<file path="src/rtl/alu_uadd_seq.sv">
// Multi-precision unsigned adder: one SIZE-bit slice per clock, LSB slice first, carry chained in a register.
// Optional build macro ALU_UADD_SEQ_OVF_EN adds a registered signed-overflow output o_overflow.
module alu_uadd_seq #(
    parameter int SIZE  = 8,
    parameter int WORDS = 4
) (
    input  logic                  i_clk,
    input  logic                  i_rst_n,
    input  logic                  i_start,
    input  logic                  i_abort,
    input  logic [SIZE*WORDS-1:0] i_s1,
    input  logic [SIZE*WORDS-1:0] i_s2,
    input  logic                  i_carry,
    output logic                  o_busy,
    output logic                  o_done,
    output logic [SIZE*WORDS-1:0] o_result,
    output logic                  o_carry
`ifdef ALU_UADD_SEQ_OVF_EN
   ,output logic                  o_overflow
`endif
);

    localparam int W     = SIZE * WORDS;
    localparam int IDX_W = (WORDS > 1) ? $clog2(WORDS) : 1;
    localparam logic [IDX_W-1:0] LAST_IDX = IDX_W'(WORDS - 1);

    typedef enum logic [1:0] {
        IDLE,
        RUN,
        DONE
    } state_t;

    state_t           state;
    logic [IDX_W-1:0] idx;
    logic [W-1:0]     a_reg;
    logic [W-1:0]     b_reg;
    logic [W-1:0]     sum_reg;
    logic             creg;

    logic [SIZE-1:0]  a_slice;
    logic [SIZE-1:0]  b_slice;
    logic [SIZE:0]    slice_full;
    logic [W-1:0]     sum_next;
    logic             last_slice;
    int               slice_lsb;

    // One slice of the add; sum_next is the working sum with this cycle's slice merged in.
    always_comb begin
        slice_lsb  = int'(idx) * SIZE;
        a_slice    = a_reg[slice_lsb +: SIZE];
        b_slice    = b_reg[slice_lsb +: SIZE];
        slice_full = {1'b0, a_slice} + {1'b0, b_slice} + (SIZE+1)'(creg);
        sum_next   = sum_reg;
        sum_next[slice_lsb +: SIZE] = slice_full[SIZE-1:0];
        last_slice = (idx == LAST_IDX);
    end

`ifdef ALU_UADD_SEQ_OVF_EN
    logic ovf_next;

    // Carry into the MSB is recovered from the MSB operand and sum bits of the final slice.
    always_comb begin
        ovf_next = (a_slice[SIZE-1] ^ b_slice[SIZE-1] ^ slice_full[SIZE-1]) ^ slice_full[SIZE];
    end
`endif

    // Results are published on the edge entering DONE so o_done and o_result line up.
    always_ff @(posedge i_clk or negedge i_rst_n) begin
        if (!i_rst_n) begin
            state    <= IDLE;
            idx      <= '0;
            a_reg    <= '0;
            b_reg    <= '0;
            sum_reg  <= '0;
            creg     <= 1'b0;
            o_busy   <= 1'b0;
            o_done   <= 1'b0;
            o_result <= '0;
            o_carry  <= 1'b0;
`ifdef ALU_UADD_SEQ_OVF_EN
            o_overflow <= 1'b0;
`endif
        end else begin
            o_done <= 1'b0;
            case (state)
                IDLE: begin
                    if (i_start) begin
                        a_reg   <= i_s1;
                        b_reg   <= i_s2;
                        creg    <= i_carry;
                        sum_reg <= '0;
                        idx     <= '0;
                        o_busy  <= 1'b1;
                        state   <= RUN;
                    end
                end
                RUN: begin
                    if (i_abort) begin
                        idx    <= '0;
                        o_busy <= 1'b0;
                        state  <= IDLE;
                    end else begin
                        sum_reg <= sum_next;
                        creg    <= slice_full[SIZE];
                        if (last_slice) begin
                            o_done   <= 1'b1;
                            o_result <= sum_next;
                            o_carry  <= slice_full[SIZE];
`ifdef ALU_UADD_SEQ_OVF_EN
                            o_overflow <= ovf_next;
`endif
                            state    <= DONE;
                        end else begin
                            idx <= idx + 1'b1;
                        end
                    end
                end
                DONE: begin
                    idx    <= '0;
                    o_busy <= 1'b0;
                    state  <= IDLE;
                end
                default: begin
                    o_busy <= 1'b0;
                    state  <= IDLE;
                end
            endcase
        end
    end

endmodule
</file>
<file path="config.mk">
export PLATFORM = sky130hd
export DESIGN_NAME = alu_uadd_seq
export DESIGN_NICKNAME = d
export VERILOG_FILES = /design/src/rtl/alu_uadd_seq.sv
export SDC_FILE = /design/constraint.sdc
export NUM_CORES = 1
export LEC_CHECK = 0
export BUFFER_PORTS_ARGS = -buffer_cell sky130_fd_sc_hd__buf_2
export CELL_PAD_IN_SITES_DETAIL_PLACEMENT = 1
export CELL_PAD_IN_SITES_GLOBAL_PLACEMENT = 1
export CORE_MARGIN = 1
export CORE_UTILIZATION = 30
export DETAILED_ROUTE_END_ITERATION = 7
export GPL_TIMING_DRIVEN = 1
export PLACE_DENSITY = 0.67
export RECOVER_POWER = 100
export SLEW_MARGIN = 20
export SYNTH_ARGS = -nofsm -noshare
export SYNTH_HDL_FRONTEND = slang
export SYNTH_SLANG_ARGS = --single-unit
</file>
<file path="constraint.sdc">
create_clock -name i_clk -period 8.6 [get_ports i_clk]
set_input_delay 0.86 -clock i_clk [delete_from_list [all_inputs] [get_ports i_clk]]
set_output_delay 0.86 -clock i_clk [all_outputs]
set_load 0.005 [all_outputs]
</file>
Word level (Yosys, flattened, before mapping)

Index checks and enable logic that the tools add are counted.

Register bits after elaboration: 136
Word-level logic and storage cells: 57

Reductions and logical operators: 9
Bitwise gates (word level): 1
Muxes and demuxes: 21
Shifts and indexed selects: 4
Add/subtract/negate cells: 4
Equal/unequal tests: 8

Operators by type and width:

| operator                                                                | count |
|---|---|
| 32-bit 2-to-1 mux                                                       | 2 |
| 32-bit one-hot mux with 2 select lines                                  | 1 |
| 32-bit by 6-bit indexed part select with 8-bit output                   | 2 |
| 5-bit negation with 33-bit output                                       | 1 |
| 8-bit by 33-bit variable shift with 32-bit output, first input constant | 1 |
| 8-bit by 33-bit indexed part select with 32-bit output                  | 1 |
| 32-bit bitwise mux                                                      | 1 |
| 2-bit 2-to-1 mux                                                        | 6 |
| 8-bit by 8-bit adder with 9-bit output                                  | 1 |
| 9-bit by 1-bit adder with 9-bit output                                  | 1 |
| 3-bit AND reduction                                                     | 3 |
| 1-bit 2-to-1 mux                                                        | 7 |
| 2-bit inequality test, second input constant                            | 3 |
| 3-bit inequality test, second input constant                            | 2 |
| 2-bit one-hot mux with 3 select lines                                   | 1 |
| 2-bit AND reduction                                                     | 3 |
| 2-bit equality test, second input constant                              | 2 |
| 1-bit one-hot mux with 2 select lines                                   | 2 |
| 2-bit one-hot mux with 2 select lines                                   | 1 |
| 3-bit nonzero test                                                      | 1 |
| 2-bit by 1-bit adder with 2-bit output, second input constant           | 1 |
| 2-bit by 1-bit equality test with 1-bit output, second input constant   | 1 |
| 2-bit logical NOT                                                       | 1 |
| 2-bit nonzero test                                                      | 1 |
| 1-bit inverter                                                          | 1 |

Longest topological paths before layout

Depth after elaboration: 7
Mapped depth: 10
Mapped depth without buffers: 9

Worst setup path after synthesis

OpenSTA, ideal clock, no wires.

Path kind: register to register
From: register idx[0]
To: register sum_reg[23]
Buffers on the path: 3
Cell stages (with the launch flop): 11
Path slack: 5.576 ns
Arrival: 2.903 ns
Path through: dfrtp_1 > buf_4 > buf_2 > mux4_2 > ha_1 > buf_4 > a21oi_2 > o21ai_2 > or3_1 > and3_4 > a22o_1

Word-level cells in the longest chain between the ends: 7
Elaborated cells on any way between the ends: 10

RTL lines:

| item                                                                     | line   | text |
|---|---|---|
| start: declaration                                                       | 34     | `logic [IDX_W-1:0] idx;` |
| start signal: assignment                                                 | 114    | `idx <= idx + 1'b1;` |
| 32-bit by 6-bit indexed part select with 8-bit output (on tied branches) | 50, 51 |  |
| 8-bit by 8-bit adder with 9-bit output                                   | 52     | `slice_full = {1'b0, a_slice} + {1'b0, b_slice} + (SIZE+1)'(creg);` |
| 9-bit by 1-bit adder with 9-bit output                                   | 52     |  |
| 8-bit by 33-bit indexed part select with 32-bit output                   | 54     | `sum_next[slice_lsb +: SIZE] = slice_full[SIZE-1:0];` |
| 32-bit bitwise mux *                                                     | 54     |  |
| 32-bit 2-to-1 mux *                                                      | 98     | `if (i_abort) begin` |
| 32-bit one-hot mux with 2 select lines *                                 | 85     | `case (state)` |
| end signal: assignment                                                   | 103    | `sum_reg <= sum_next;` |
| end: declaration                                                         | 37     | `logic [W-1:0] sum_reg;` |

Every way passes the cells marked *; elsewhere a longest branch is shown, timed or not. The select of a mux whose other input is x is not followed.
A chain may end at the register's enable or synchronous reset.

Final worst setup path

From: input i_start
To: register sum_reg[31]

Word-level cells in the longest chain between the ends: 2

RTL lines:

| item                            | line | text |
|---|---|---|
| start: declaration              | 9    | `input logic i_start,` |
| 2-bit inequality test (no line) | --   |  |
| 3-bit AND reduction (no line)   | --   |  |

No other way between the ends.

==> metrics <==
antenna violations before repair 1; CORE AREA 20,230 um2; total via count after detailed routing 4,276; R2R cell count 4; Seq cells post-synth 136; endpoint of the lowest-slack register-to-register path sum_reg[31]; required time worst endpoint 8910 ps; class of the most critical hold timing path reg2reg; final slew viol count 138; Fillers 2,174; Main synth FF type sky130_fd_sc_hd__dfrtp_1; most frequent cells in the layout 136 x sky130_fd_sc_hd__dfrtp_1, 81 x sky130_fd_sc_hd__buf_2, 64 x sky130_fd_sc_hd__mux2_2, 33 x sky130_fd_sc_hd__a22o_1, 29 x sky130_fd_sc_hd__nor2_1; wire length of the first global-routing pass 27,680 um; Reg-to-Reg Start state[0]; startpoint of the tightest hold check path o_result[27]; post_cts resized 0; leak pwr 3.387 nW; status finished with violations; Pwr per Cell Area 311.3 nW/um2; I/O pin cnt 104; synthesis-to-finish area growth 21.57%; Site Rows 52; sink of the worst hold path o_result[27]; number of buffers inserted by hold repair at cts 0; CTS root buf sky130_fd_sc_hd__clkbuf_16; proportion of layout cells with a drive suffix above 1 34.60%; worst slew margin relative to its limit -136.9%; routed wire length 16,680 um; yosys synthesis warning count 0; # Max-Cap Violations 3; die height 145.5 um; Clk Latency, worst-skew pair 430 ps; failing checks capacitance limit, slew limit; clk sinks 136; area enclosed by the die boundary 21,170 um2; routed wirelength normalized by instance count 19.67 um; number of synthesized flops with an enable pin 0; Clock Tree Buf Depth 2; Final Util 37.12%; clock period minus worst slack 4793 ps; clk_skew 13.39 ps; clock-pin slew reported for the worst setup and hold paths after clock tree synthesis 60 ps; Tot GR Track Use 17.06%; total setup violations reported at the end of the flow 0; number of cells traversed by the worst hold path 2; TNS Setup 0 ps; synthesized netlist cell count 465; final hold violations 0; DPL Wire Length 11,620 um; number of global-route vias before repair 4,908; share of async-settable or async-resettable flops after synthesis 100.0%; global-route congestion overflow total 0; number of H-tree branching levels 4; highest ir drop seen on vdd 185.6 uV; number of nets still failing antenna checks after routing 0; die boundary width 145.5 um; setup repair after global routing missed its margin no; number of search-and-repair iterations in the first detailed-routing pass 5; Ant. Diodes 0; number of distinct library cells after synthesis 46; Crit path arrival time 5100 ps; highest fanout seen on the critical path 70; slack of the worst reg-to-reg path 3920 ps; count of buffers added by post-CTS timing repair for setup 0; most common library cell in the layout ignoring fill and taps sky130_fd_sc_hd__dfrtp_1; Worst Setup End Kind flop; Seq/Total Area, Yosys 55.08%; Vias per Instance 5.042; DRC violations left 0; average instance area after synthesis 13.29 um2; TritonCTS buffer count 17; number of buffers added on ports 103; TritonCTS clock tree yes; Detailed Route Iter0 Violations 214; mapped cell area 6178 um2; global placer's final weighted congestion 0.8153; kind of start point of the critical path input pin; type of the setup path with the least slack in2reg; final critical-path share of the clock period 55.74%; peak clock frequency supported by timing 208.6 MHz; slew at the pin with the worst max-slew slack 3553 ps; maximum number of pins on one net before global-route repair 72; initial standard-cell utilization of the core 30.53%; Synth Net Count 549; Final #Nets 650
[layout make-up]
type	instances	area (um2)	share of cell area (%)
Sequential cell	136	3403	45.31
Multi-Input combinational cell	293	2586	34.43
Timing Repair Buffer	106	506.7	6.747
Clock buffer	24	491.7	6.547
Tap cell	270	337.8	4.498
Clock inverter	7	140.1	1.866
Inverter	12	45.04	0.5997
[worst max-delay path, cell delays in order]
cell and delay (ps):
sky130_fd_sc_hd__clkbuf_1 150, sky130_fd_sc_hd__nor3b_1 190, sky130_fd_sc_hd__clkbuf_1 2510, sky130_fd_sc_hd__a21oi_1 870, sky130_fd_sc_hd__a22o_1 490
[kinds of logic after synthesis]
kind of cell    Yosys count  share of synthesized area [%]
compound gates          108                          12.41
buf+inv                  36                          2.876
flops                   136                          55.08
mux                      82                          17.84
simple gates             81                          7.513
fa+ha+maj                15                          3.281
xor+xnor                  7                         0.9923
[worst max-delay path by stage]
stage                       start           end  slack [ps]  cells after the start
after floorplan            idx[0]   sum_reg[23]        5580                     10
after global placement     idx[1]       o_carry        5440                      9
after detailed placement   idx[1]  o_result[22]        5320                      9
after CTS                  idx[1]  o_result[30]        5290                      9
after global routing      i_start   sum_reg[26]        3260                      5
final                     i_start   sum_reg[31]        3810                      5
[metal layers]
| layer | vias up | GRT usage (%) | routed length [um] |
|---|---|---|---|
| met5 | - | 0 | 13 |
| met4 | 2 | 6.158 | 250 |
| met3 | 17 | 4.451 | 1037 |
| met2 | 145 | 28.22 | 8385 |
| met1 | 2191 | 21.54 | 6993 |
| li1 | 1921 | - | - |
[power by group]
group / leakage [nW] / switching, W / internal, W
combinational: 1.35 / 0.000428 / 0.000293
clock: 0.303 / 0.000267 / 0.000514
sequential: 1.73 / 0.0000763 / 0.000760
total: 3.39 / 0.000771 / 0.00157
[through the flow]
| stage | hold slack (ps) | total power, W | setup slack (ps) | cells | instance area, um2 |
|---|---|---|---|---|---|
| 2_1_floorplan | 457.8 | 0.001322 | 5576 | 465 | 6178 |
| 3_3_place_gp | 467.5 | 0.001537 | 5441 | 817 | 6934 |
| 3_5_place_dp | 481.4 | 0.001575 | 5325 | 817 | 6934 |
| 4_1_cts | 446.0 | 0.002368 | 5288 | 848 | 7566 |
| 5_1_grt | 511.4 | 0.002473 | 3265 | 848 | 7511 |
| 6_report | 486.6 | 0.002338 | 3807 | 848 | 7511 |
[Yosys cell counts, types with 4 or more instances]
| cell | count | area share, % |
|---|---|---|
| sky130_fd_sc_hd__a21oi_1 | 20 | 1.6 |
| sky130_fd_sc_hd__a221oi_1 | 12 | 1.7 |
| sky130_fd_sc_hd__a22o_1 | 33 | 4.7 |
| sky130_fd_sc_hd__a22oi_1 | 9 | 1.1 |
| sky130_fd_sc_hd__and3_1 | 12 | 1.2 |
| sky130_fd_sc_hd__buf_2 | 10 | 0.81 |
| sky130_fd_sc_hd__buf_4 | 6 | 0.73 |
| sky130_fd_sc_hd__clkbuf_1 | 5 | 0.30 |
| sky130_fd_sc_hd__dfrtp_1 | 136 | 55 |
| sky130_fd_sc_hd__ha_1 | 13 | 2.6 |
| sky130_fd_sc_hd__inv_1 | 11 | 0.67 |
| sky130_fd_sc_hd__mux2_2 | 65 | 12 |
| sky130_fd_sc_hd__mux4_2 | 16 | 5.8 |
| sky130_fd_sc_hd__nand2_1 | 18 | 1.1 |
| sky130_fd_sc_hd__nor2_1 | 29 | 1.8 |
| sky130_fd_sc_hd__o21ai_0 | 21 | 1.7 |
| sky130_fd_sc_hd__xnor2_1 | 4 | 0.57 |
Power figures use the tool's default switching activity.
